## config.mk

```make
export PLATFORM = sky130hd
export DESIGN_NAME = cp0_hazard_stall
export DESIGN_NICKNAME = d
export VERILOG_FILES = /design/src/rtl/cp0_hazard_stall.sv
export SDC_FILE = /design/constraint.sdc
export NUM_CORES = 1
export LEC_CHECK = 0
export CORE_MARGIN = 4
export CORE_UTILIZATION = 30
export DETAILED_ROUTE_END_ITERATION = 10
export PLACE_DENSITY_LB_ADDON = 0.1
export SYNTH_ARGS = -nofsm -noshare
export SYNTH_HDL_FRONTEND = slang
export SYNTH_SLANG_ARGS = --single-unit
export TNS_END_PERCENT = 1
```

## constraint.sdc

```tcl
create_clock -name clk -period 2.2 [get_ports clk]
set_input_delay 0.33 -clock clk [delete_from_list [all_inputs] [get_ports clk]]
set_output_delay 0.33 -clock clk [all_outputs]
set_load 0.005 [all_outputs]
```

## src/rtl/cp0_hazard_stall.sv

```systemverilog
// Turns the CP0 EPC-hazard bubble code into a multi-cycle pipeline stall.
// PC and IF/ID are held and NOPs are injected into ID/EX until the pending
// mtc0-to-EPC write has committed. Also keeps a saturating count of injected NOPs.
module cp0_hazard_stall #(
    parameter int unsigned WB_DIST = 4,
    parameter int unsigned CNT_W   = 32
) (
    input  logic             clk,
    input  logic             rst,
    input  logic [1:0]       cp0bubble,
    input  logic             ext_stall,
    input  logic             flush,
    output logic             pc_hold,
    output logic             ifid_hold,
    output logic             idex_bubble,
    output logic             busy,
    output logic [CNT_W-1:0] bubble_total
);

    localparam logic StIdle  = 1'b0;
    localparam logic StStall = 1'b1;

    localparam logic [3:0] WbDist = 4'(WB_DIST);

    logic             state_q, state_d;
    logic [2:0]       cnt_q, cnt_d;
    logic [CNT_W-1:0] total_q, total_d;

    logic [3:0] diff;
    logic [2:0] n_len;
    logic       n_pos;
    logic       stall_now;

    // Stall length from the code; a non-positive distance means no stall.
    always_comb begin
        diff  = WbDist - {2'b00, cp0bubble};
        n_len = diff[2:0];
        n_pos = ~diff[3] & (diff[2:0] != 3'd0);
    end

    // Mealy stall request: immediate in IDLE, forced in STALL, killed by flush or reset.
    always_comb begin
        stall_now = ~rst & ~flush &
                    ((state_q == StStall) |
                     ((state_q == StIdle) & (cp0bubble != 2'b00) & n_pos));
    end

    assign pc_hold      = stall_now;
    assign ifid_hold    = stall_now;
    assign idex_bubble  = stall_now;
    assign busy         = (state_q == StStall);
    assign bubble_total = total_q;

    // Next-state: flush beats ext_stall; the stall length is latched on entry only.
    always_comb begin
        state_d = state_q;
        cnt_d   = cnt_q;
        if (flush) begin
            state_d = StIdle;
            cnt_d   = 3'd0;
        end else if (!ext_stall) begin
            if (state_q == StIdle) begin
                if ((cp0bubble != 2'b00) && n_pos && (n_len >= 3'd2)) begin
                    state_d = StStall;
                    cnt_d   = n_len - 3'd1;
                end
            end else begin
                if (cnt_q <= 3'd1) begin
                    state_d = StIdle;
                    cnt_d   = 3'd0;
                end else begin
                    cnt_d = cnt_q - 3'd1;
                end
            end
        end
    end

    // Count NOPs that actually advance into ID/EX, saturating at all-ones.
    always_comb begin
        total_d = total_q;
        if (stall_now && !ext_stall && (total_q != {CNT_W{1'b1}})) begin
            total_d = total_q + {{(CNT_W-1){1'b0}}, 1'b1};
        end
    end

    // State, remaining-cycle counter and statistics registers.
    always_ff @(posedge clk or posedge rst) begin
        if (rst) begin
            state_q <= StIdle;
            cnt_q   <= 3'd0;
            total_q <= '0;
        end else begin
            state_q <= state_d;
            cnt_q   <= cnt_d;
            total_q <= total_d;
        end
    end

endmodule

```

==> qor.csv <==
metric;value;unit
status;completed;
core;6390;um^2
routed_via_density;5.00;
cp.buffers_inverters;3;
hold_violations;0;
grt_pass1_wl;8160;um
worst_path_largest_cell_delay;0.45;ns
power.share.switching;25.5;%
ys_warn_count;0;
layout_common_cells;clkdlybuf4s50_1 (37), dfrtp_1 (36), buf_4 (21);
grt_pass1_vias;1695;
cp-end-kind;flop;
synth_cell_types;38;
avgRoutedWirePerCell;14.7;um
io_buffer_count;41;
pin_count;42;
first_pass_iters;4;
antenna_found_initial;0;
die-area;7950;um^2
path_clk_slew;0.07;ns
ys_seq_elements;36;
clk-insertion-delay-late;0.29;ns
synth_top_cells_by_area;dfrtp_1 (46%), xnor2_1 (8.9%), nand4_1 (4.4%);
drive_gt1_share;16.5;%
critPathKind;in2reg;
die_width;89.2;um
final_cell_area;2770;um^2
vias;1691;
setup_tns;0;ns
place_area;2610;um^2
maxCapViolations;0;
holdWs;0.501;ns
rr_endpoint;bubble_total[1];
drt_iter0_markers;43;
wirelength;4970;um
regToRegSetupSlack;0.24;ns
htreeDepth;2;
holdPathStages;1;
clock_skew;0.00634;ns
clkSinkCount;36;
root_buffer;clkbuf_8;
syn_area_per_cell;10.2;um^2
p_switching;410;uW
slew_viol_final;0;
ys_seq_area_share;45.6;%
p_int;1.20;mW
slowest_stage;clkdlybuf4s50_1;
yosys.area.top_type;dfrtp_1;
die_h;89.2;um
worstPathCellList;clkdlybuf4s50_1 > inv_1 > ha_2 > nor2b_4 > or3_4 > a31oi_4 > buf_6 > mux2_2;
dp_hpwl;3670;um
netlist.area_leader.share;45.6;%
nets;272;
place_congestion;0.810;
holdCritStartpoint;bubble_total[31];
syn_area;1980;um^2
powerDensity;581;nW/um^2
startpoint_type;input port;
r2r_start;bubble_total[0];
cp_max_fo;5;
synth_fp_nets;206;
finalCriticalPeriod;2.10;ns
relSlewSlack;66.2;%
worst_pin_slew;0.502;ns
fmax;0.476;GHz
num_rows;29;
pwr-share-seq;47.6;%
critical_path.top_delay_family;buffers and inverters;
pwr-share-comb;16.5;%
arrival;2.27;ns
cts_tree;built;
start_util;31.0;%
hold_buffers;0;
final_common_cell;clkdlybuf4s50_1;
rsz0062_at_grt;no;
postRouteAntennaNets;0;
cts.path.max_buffers;2;
setup_viol;0;
netlist_instances;194;
area_growth;40.1;%
hold_class;reg2reg;
ff2ff_path_depth;7;
p_leak;1.17;nW
numCtsBuffers;5;
holdPathEnd;bubble_total[31];
grt_usage;13.2;%
utilization;43.4;%
overflow;0;
vdd_drop_max;0.510;mV
critPathRequiredTime;2.37;ns
final.fill_count;660;
period_share;95.4;%
grt_max_degree;20;
drc;0;
antenna_cells;0;
p_clk_share;35.9;%
==> cells in the mapped netlist, drive strengths merged <==
cell / count
a2111oi: 1
a21oi: 3
a22o: 2
a311oi: 1
a31oi: 1
and2: 1
and3: 3
and4: 5
buf: 4
clkbuf: 2
dfrtp: 36
ha: 6
inv: 7
mux2: 2
mux2i: 2
nand2: 16
nand2b: 2
nand3: 16
nand4: 14
nor2: 8
nor2b: 2
nor3: 12
nor3b: 1
nor4: 7
o21a: 1
o21ai: 1
o21bai: 2
o31a: 1
o31ai: 1
o32a: 1
or2: 3
or3: 1
xnor2: 20
xor2: 9
==> kinds of logic (layout without fill, tap and decap cells) <==
kind of cell,after synthesis,in the layout,share of synthesized area (%)
AND/OR/NAND/NOR,91,91,25.7
flip-flops,36,36,45.6
XOR/XNOR,29,29,12.8
AO/OA/AOI/OAI,15,15,6.65
buffers and inverters,13,80,3.29
adder cells (fa/ha/maj),6,6,3.80
multiplexers,4,4,2.15
==> power by group through the flow <==
| stage | Clock, mW | Combinational [mW] | Sequential, mW |
|---|---|---|---|
| floorplan | 0 | 0.122 | 0.772 |
| global placement | 0 | 0.262 | 0.780 |
| detailed placement | 0 | 0.267 | 0.776 |
| CTS | 0.603 | 0.266 | 0.767 |
| global route | 0.633 | 0.301 | 0.777 |
| finish | 0.578 | 0.266 | 0.767 |
==> state kept, by name, indices dropped and copies added (netlist names) <==
register / count
cnt_q: 3
busy: 1
bubble_total: 32
==> worst max path at each step <==
| stage | cells past startpoint | endpoint | start | slack [ns] |
|---|---|---|---|---|
| final | 8 | bubble_total[1] | cp0bubble[1] | 0.10 |
| after global routing | 8 | bubble_total[1] | cp0bubble[1] | 0.03 |
| after CTS | 9 | bubble_total[24] | cp0bubble[0] | 0.05 |
| after detailed placement | 9 | bubble_total[24] | cp0bubble[0] | -0.24 |
| after global placement | 9 | bubble_total[20] | cp0bubble[0] | -0.25 |
| after floorplan | 6 | bubble_total[24] | bubble_total[0] | 0.28 |
==> through the flow <==
step | std cells | setup WS [ns] | power [mW]
finish | 338 | 0.100 | 1.61
global route | 338 | 0.0317 | 1.71
CTS | 336 | 0.0515 | 1.64
detailed placement | 328 | -0.243 | 1.04
global placement | 328 | -0.249 | 1.04
floorplan | 194 | 0.278 | 0.894
==> layout make-up <==
cell class / count / area, um^2 / share of cell area, %
Clock buffer: 6 / 72.6 / 2.62
Clock inverter: 2 / 35.0 / 1.26
Inverter: 7 / 26.3 / 0.949
Multi-Input combinational cell: 145 / 1040 / 37.7
Sequential cell: 36 / 901 / 32.5
Tap cell: 77 / 96.3 / 3.48
Timing Repair Buffer: 65 / 594 / 21.5
==> what timing repair did <==
action,CTS,global route
endpoints found under the hold margin,0,0
cloned,0,2
gates resized for setup,4,9
pin swaps,0,1
buffers inserted,0,0
endpoints found under the setup margin,3,10
==> per-layer routing <==
layer  wire (um)  vias up  GRT usage, %  part of all wire [%]
li1            -      837             -                     -
met2        2270       27          19.4                    46
met1        2470      820          18.8                    50
met4          60        0          4.74                   1.2
met3         163        7          3.32                   3.3
met5           0        -             0                     0
No activity file was read; power rests on OpenSTA's default activity.
